`src/rtl/frame_align.sv`:
```
// frame_align: hunts for the 6-byte FAS in an unaligned byte stream, confirms it
// over consecutive frames, tracks row/column while locked and declares loss of
// frame after repeated FAS misses.
module frame_align #(
  parameter int unsigned SYNC_FRAMES = 2,
  parameter int unsigned LOSS_FRAMES = 5
) (
  input  logic        i_clk,
  input  logic        i_rst,
  input  logic [7:0]  i_data,
  input  logic        i_data_valid,
  output logic [7:0]  o_frame_data,
  output logic        o_frame_data_valid,
  output logic        o_frame_data_fas,
  output logic [1:0]  o_row_cnt,
  output logic [10:0] o_col_cnt,
  output logic        o_in_frame,
  output logic        o_lof_event
);

  localparam int unsigned COL_W   = 11;
  localparam int unsigned ROW_W   = 2;
  localparam int unsigned HIST_W  = 48;
  localparam int unsigned CONF_W  = $clog2(SYNC_FRAMES + 1);
  localparam int unsigned MISS_W  = $clog2(LOSS_FRAMES + 1);
  localparam logic [COL_W-1:0]  COL_LAST  = COL_W'(1040);
  localparam logic [COL_W-1:0]  COL_CHECK = COL_W'(5);
  localparam logic [COL_W-1:0]  COL_AFTER = COL_W'(6);
  localparam logic [HIST_W-1:0] FAS       = 48'hF6F6F6_282828;
  localparam logic [CONF_W-1:0] CONF_LAST = CONF_W'(SYNC_FRAMES - 1);
  localparam logic [CONF_W-1:0] CONF_TERM = CONF_W'(SYNC_FRAMES);
  localparam logic [MISS_W-1:0] MISS_LAST = MISS_W'(LOSS_FRAMES - 1);
  localparam logic [MISS_W-1:0] MISS_TERM = MISS_W'(LOSS_FRAMES);

  typedef enum logic [1:0] {
    HUNT    = 2'd0,
    PRESYNC = 2'd1,
    SYNC    = 2'd2
  } state_t;

  state_t              r_state;
  logic [HIST_W-1:0]   r_hist;
  logic [ROW_W-1:0]    r_row;
  logic [COL_W-1:0]    r_col;
  logic [CONF_W-1:0]   r_conf;
  logic [MISS_W-1:0]   r_miss;

  logic [HIST_W-1:0]   w_hist_next;
  logic                w_match;
  logic                w_at_check;
  logic                w_in_fas;
  logic [ROW_W-1:0]    w_row_next;
  logic [COL_W-1:0]    w_col_next;

  // History including the current byte, and position decode of the current byte
  assign w_hist_next = {r_hist[HIST_W-9:0], i_data};
  assign w_match     = (w_hist_next == FAS);
  assign w_at_check  = (r_row == '0) && (r_col == COL_CHECK);
  assign w_in_fas    = (r_row == '0) && (r_col <= COL_CHECK);
  assign w_col_next  = (r_col == COL_LAST) ? '0 : r_col + COL_W'(1);
  assign w_row_next  = (r_col == COL_LAST) ? r_row + ROW_W'(1) : r_row;

  // Alignment FSM, position counters and registered outputs
  always_ff @(posedge i_clk) begin
    if (i_rst) begin
      r_state            <= HUNT;
      r_hist             <= '0;
      r_row              <= '0;
      r_col              <= '0;
      r_conf             <= '0;
      r_miss             <= '0;
      o_frame_data       <= '0;
      o_frame_data_valid <= 1'b0;
      o_frame_data_fas   <= 1'b0;
      o_row_cnt          <= '0;
      o_col_cnt          <= '0;
      o_in_frame         <= 1'b0;
      o_lof_event        <= 1'b0;
    end else begin
      o_lof_event <= 1'b0;
      if (i_data_valid) begin
        r_hist             <= w_hist_next;
        o_frame_data       <= i_data;
        o_frame_data_valid <= (r_state == SYNC);
        o_frame_data_fas   <= (r_state == SYNC) && w_in_fas;
        o_row_cnt          <= (r_state == HUNT) ? '0 : r_row;
        o_col_cnt          <= (r_state == HUNT) ? '0 : r_col;
        r_row              <= w_row_next;
        r_col              <= w_col_next;
        case (r_state)
          HUNT: begin
            // A match pins the current byte to row 0 col 5
            if (w_match) begin
              r_row   <= '0;
              r_col   <= COL_AFTER;
              r_conf  <= '0;
              r_state <= PRESYNC;
            end
          end
          PRESYNC: begin
            if (w_at_check) begin
              if (!w_match) begin
                r_state <= HUNT;
              end else if (r_conf >= CONF_LAST) begin
                r_conf     <= CONF_TERM;
                r_miss     <= '0;
                r_state    <= SYNC;
                o_in_frame <= 1'b1;
              end else begin
                r_conf <= r_conf + CONF_W'(1);
              end
            end
          end
          SYNC: begin
            if (w_at_check) begin
              if (w_match) begin
                r_miss <= '0;
              end else if (r_miss >= MISS_LAST) begin
                r_miss      <= '0;
                r_state     <= HUNT;
                o_in_frame  <= 1'b0;
                o_lof_event <= 1'b1;
              end else begin
                r_miss <= r_miss + MISS_W'(1);
              end
            end
          end
          default: begin
            r_state    <= HUNT;
            o_in_frame <= 1'b0;
          end
        endcase
      end else begin
        o_frame_data_valid <= 1'b0;
        o_frame_data_fas   <= 1'b0;
      end
    end
  end

  // MISS_TERM documents the saturation bound of the miss counter
  logic w_unused;
  assign w_unused = ^MISS_TERM;

endmodule

```
`config.mk`:
```
export PLATFORM = sky130hd
export DESIGN_NAME = frame_align
export DESIGN_NICKNAME = d
export VERILOG_FILES = /design/src/rtl/frame_align.sv
export SDC_FILE = /design/constraint.sdc
export NUM_CORES = 1
export LEC_CHECK = 0
export BUFFER_PORTS_ARGS = -buffer_cell sky130_fd_sc_hd__buf_2
export CORE_ASPECT_RATIO = 1.2
export CORE_MARGIN = 2
export CORE_UTILIZATION = 45
export CTS_BUF_LIST = sky130_fd_sc_hd__clkbuf_4 sky130_fd_sc_hd__clkbuf_8
export DETAILED_ROUTE_END_ITERATION = 8
export GPL_TIMING_DRIVEN = 0
export PLACE_DENSITY = 0.66
export SYNTH_ARGS = -nofsm -noshare
export SYNTH_HDL_FRONTEND = slang
export SYNTH_SLANG_ARGS = --single-unit
```
`constraint.sdc`:
```
create_clock -name i_clk -period 2 [get_ports i_clk]
set_clock_uncertainty 0.2 [all_clocks]
set_input_delay 0.3 -clock i_clk [delete_from_list [all_inputs] [get_ports i_clk]]
set_output_delay 0.3 -clock i_clk [all_outputs]
set_load 0.03 [all_outputs]
```
Word-level counts from Yosys, hierarchy flattened --
Cells that the tools add are included.
Storage, ports and cells: register bits 85, word-level logic and storage cells 86
Operators by class: add/sub/neg operators 4, reductions and logical operators 13, equal/unequal tests 13, bitwise operators 4, mux-type cells 36, order comparisons 3
Operators with widths (count):
- $eq 48x48->1 const B | 1
- $mux 11 | 4
- $mux 2 | 15
- $mux 3 | 6
- $ne 2x2->1 const B | 6
- $add 11x1->11 const B | 1
- $eq 11x11->1 const B | 1
- $eq 11x3->1 const B | 1
- $le 11x3->1 const B | 1
- $reduce_and 8->1 | 1
- $mux 1 | 7
- $reduce_and 7->1 | 1
- $pmux 2 s3 | 1
- $pmux 3 s2 | 1
- $reduce_and 6->1 | 1
- $reduce_and 5->1 | 1
- $reduce_or 5->1 | 1
- $add 2x1->2 const B | 2
- $logic_not 2->1 | 2
- $not 1->1 | 4
- $pmux 2 s2 | 1
- $reduce_bool 2->1 | 2
- $add 3x1->3 const B | 1
- $ge 3x3->1 const B | 1
- other kinds (8) | 10

Longest topological paths before layout --
depth after elaboration 5, mapped depth 7, depth with buffers taken out 7

Worst setup path before layout --
OpenSTA, ideal clock, no wires.
path type register to register, start point register r_col[1], end point register r_miss[2], cell stages (with the launch flop) 8, buffers on the path 0, arrival 1.792 ns, path slack -0.109 ns, required time 1.683 ns, period minus slack after synthesis 2.109 ns, path through dfxtp_1 > inv_1 > ha_1 > or4bb_1 > nor4_2 > a21o_1 > o31ai_1 > a22o_1
On the way: cells in the longest elaborated chain, start to end 4, elaborated cells between the ends (all ways) 5, those cells by class eq/ne: 3; reduce/logical: 2
RTL lines:
- from (decl) | RTL line 44 | logic [COL_W-1:0] r_col;
- from (signal assigned) | RTL line 89 | r_col <= w_col_next;
- $eq 11x3->1 (*) | RTL line 58 | assign w_at_check = (r_row == '0) && (r_col == COL_CHECK);
- $logic_and 1x1->1 (*) | RTL line 58
- $ne 2x2->1 (no line)
- $reduce_and 6->1 (no line) (*)
- to (signal assigned) | RTL line 124 | r_miss <= r_miss + MISS_W'(1);
- to (decl) | RTL line 46 | logic [MISS_W-1:0] r_miss;
Mark *: on every way between the ends. The rest lies on a longest branch, timed or not. A chain may end at the register's enable or synchronous reset.

Worst setup path after layout --
start point register r_col[1], end point register r_miss[1]
The elaborated chain is that of the path after synthesis.

==> impl_results.md <==
* CTS tree: yes
* DRC Markers at 0
* Die area at 8100 um^2
* Yosys reg bits at 77
* Yosys top cell by area: dfxtp_1
* Worst hold path depth at 3
* Clk pwr share at 43.4%
* Routed len/inst at 15.0 um
* Post-synth net total at 378
* Final setup vio count at 8
* Sw Pwr at 719 uW
* Via density at 5.35
* Later-pin clock latency in the skew report at 0.35 ns
* Synth-to-layout area growth at 24.9%
* Power Total at 3210 uW
* Antenna Violating Nets Remaining at 0
* Post-synthesis cell area at 3330 um^2
* Initial antenna violation count at 0
* Starting Density at 46.3%
* Detailed placement HPWL at 5170 um
* Status: complete, but fails checks
* Peak supply drop at 0.669 mV
* Area share of the largest cell type after synthesis at 46.4%
* Pre-CTS setup slack at -0.635 ns
* Core area at 7190 um^2
* Reg-to-reg endpoint: r_miss[1]$_SDFFE_PP0P_
* Setup Crit Path Kind: reg2reg
* Warnings, synthesis at 0
* Flop2flop setup slack at -0.09 ns
* WHS Endpoint: o_frame_data[5]$_SDFFE_PP0P_
* Max Slew Vio Count at 0
* Max Cap Viol at 0
* Ys flop type: dfxtp_1
* Hold_ws at -0.00501 ns
* Clk sink count at 77
* Cell count after synthesis at 361
* Main area contributors after synthesis: dfxtp_1, mux2i_1, nor2_1
* Most common cell in the netlist: dfxtp_1
* # port buffers at 34
* Non-Filler Instances at 514
* Fmax at 478 MHz
* Yosys cell types at 50
* Nets@finish at 436
* Synth cell count leaders: dfxtp_1, nor2_1, mux2i_1
* Final Hold Vio Count at 1
* Failing checks: hold timing, setup timing
* First DRT Iteration DRCs at 128
* Worst EP arrival at 2.14 ns
* CTS buffer count at 9
* Sequential share of the synthesized area at 46.4%
* Avg Cell Area, Syn at 9.21 um^2
* # diodes at 0
* Top Ports at 36
* Switching part of the total power at 22.4%
* GP Congestion at 0.785
* R2r worst-path depth at 7
* Crit path max fanout at 3
* Number of synthesized flops with an enable pin at 0
* RSZ-0062 raised after global routing: true
* First-pass DRT Iterations at 4
* Chip width at 82.5 um
* H-tree depth at 3
* Routed vias at 2750
* Crit path time final at 2.09 ns
* Final Core Density at 57.8%
* Reg clk slew, reported paths at 0.08 ns
* Int Pwr at 2490 uW
* Pwr dens at 774 nW/um^2
* Largest net degree at the start of global routing at 13
* Startpoint types: flip-flop
* Gate power share at 7.3%
* Placement Rows at 34
* Ys async rst share at 0%
* Vias in the first global route at 2730
* Leak pwr at 0.00174 uW
* Worst EP required at 2.05 ns
* Worst R2R Start: r_col[1]$_SDFFE_PP0P_
* Fin crit share at 105%
* Hold Crit Start: i_data[5]
* Fin worst setup slack at -0.0937 ns
* Die H at 98.2 um
* Hold WC Path Type: in2reg
* Fill cells at 624
* Reg power frac at 49.3%
* Worst-case clock buffer depth at 2
* Root Driver: clkbuf_8
* Placed Instances at 485
* Nature of the critical path endpoint: flip-flop
* First-pass GRT wire length at 12800 um
* Tot GR Track Use at 20.5%
* Post-Route WL at 7740 um
* Layout cells sized above 1 at 27.8%
* Relative slew slack at 45.7%
* GRT Residual Overflow at 0
* Slew @ Worst Pin at 0.814 ns
[stage by stage]
| stage | hold WS [ns] | setup TNS (ns) | cell area (um^2) |
|---|---|---|---|
| floorplan | 0.241 | -0.0369 | 3360 |
| global placement | 0.246 | -11.20 | 3640 |
| detailed placement | 0.249 | -13.44 | 3640 |
| CTS | 0.00136 | -1.12 | 4090 |
| global route | 0.0121 | -1.79 | 4150 |
| finish | -0.00501 | -0.505 | 4150 |
[flip-flops by register name (all words and copies together) (netlist names)]
name	cells
o_col_cnt	11
o_frame_data_valid	1
r_col	11
r_row	2
r_state	2
r_hist	33
r_conf	2
o_frame_data	7
o_in_frame	1
o_lof_event	1
r_miss	3
o_frame_data_fas	1
o_row_cnt	2
[worst max-delay path, stage by stage (launching register included)]
cell,delay [ns]
dfxtp_4,0.35
inv_4,0.05
ha_4,0.11
or4bb_4,0.53
nor4_4,0.21
a21o_1,0.20
o31ai_2,0.08
a22o_1,0.24
[layer usage]
layer  global-route usage, %  share of wire (%)
met1                    23.8                 41
met2                    35.2                 52
met3                    4.62                3.7
met4                    8.97                2.8
met5                       0                  0
[worst max-delay path by stage]
stage                                        from                       to  slack [ns]  depth (start not counted)
after CTS                 r_hist[27]$_SDFFE_PP0P_    r_col[3]$_SDFFE_PP0P_       -0.09                          5
after global routing        r_col[7]$_SDFFE_PP0P_  r_state[1]$_SDFFE_PP0P_       -0.16                          5
after floorplan             r_col[1]$_SDFFE_PP0P_   r_miss[2]$_SDFFE_PP0P_       -0.02                          7
after global placement                  i_data[2]    r_col[4]$_SDFFE_PP0P_       -0.61                          6
after detailed placement                i_data[2]    r_col[4]$_SDFFE_PP0P_       -0.63                          6
final                       r_col[1]$_SDFFE_PP0P_   r_miss[1]$_SDFFE_PP0P_       -0.09                          7
[kinds of logic after synthesis]
group | Yosys count | synth area share [%]
multiplexers | 42 | 12.6
XOR/XNOR | 8 | 2.11
adder cells (fa/ha/maj) | 6 | 2.26
flip-flops | 77 | 46.4
buffers and inverters | 37 | 5.12
AND/OR/NAND/NOR | 152 | 23.2
AO/OA/AOI/OAI | 39 | 8.32
[area by class of cell]
type | count | area [um^2] | area share (%)
plain buffers | 25 | 125 | 3.01
clock buffers | 13 | 179 | 4.31
clock inverters | 3 | 65.1 | 1.57
inverters | 9 | 36.3 | 0.874
multi-input cells | 247 | 1770 | 42.7
flip-flops and latches | 77 | 1560 | 37.7
well taps | 90 | 113 | 2.71
repair buffers | 50 | 299 | 7.20
[power by group through the flow]
| stage | Clock, uW | Sequential [uW] | Combinational [uW] |
|---|---|---|---|
| 5_1_grt | 1480 | 1590 | 255 |
| 2_1_floorplan | 0 | 1610 | 152 |
| 3_5_place_dp | 0 | 1620 | 202 |
| 6_report | 1390 | 1580 | 235 |
| 4_1_cts | 1410 | 1580 | 225 |
| 3_3_place_gp | 0 | 1620 | 200 |
[layout by cell type, fill, tap and decap left out, types with 2 or more instances in the layout]
| master | n |
|---|---|
| a21oi_1 | 17 |
| a22o_1 | 3 |
| and3_1 | 3 |
| and4b_1 | 2 |
| buf_1 | 2 |
| buf_2 | 35 |
| buf_4 | 21 |
| bufinv_16 | 2 |
| clkbuf_1 | 14 |
| clkbuf_8 | 13 |
| dfxtp_1 | 63 |
| dfxtp_2 | 12 |
| dfxtp_4 | 2 |
| dlygate4sd3_1 | 2 |
| ha_1 | 4 |
| ha_4 | 2 |
| inv_1 | 6 |
| mux2i_1 | 42 |
| nand2_1 | 26 |
| nand2b_1 | 4 |
| nand3_1 | 18 |
| nand4_1 | 4 |
| nand4b_1 | 5 |
| nor2_1 | 62 |
| nor3_1 | 5 |
| nor4_2 | 3 |
| nor4_4 | 2 |
| o22ai_1 | 2 |
| or2_2 | 2 |
| or4_4 | 3 |
| xor2_1 | 7 |
[what timing repair did]
action                                  in CTS  in global routing
hold endpoints to repair                     2                  0
hold buffers                                 2                  0
pin swaps                                   15                  4
endpoints found under the setup margin      21                 26
setup buffers                               14                  0
gates resized for setup                     24                 15
cloned                                       0                  0
No activity file was read; power rests on OpenSTA's default activity.
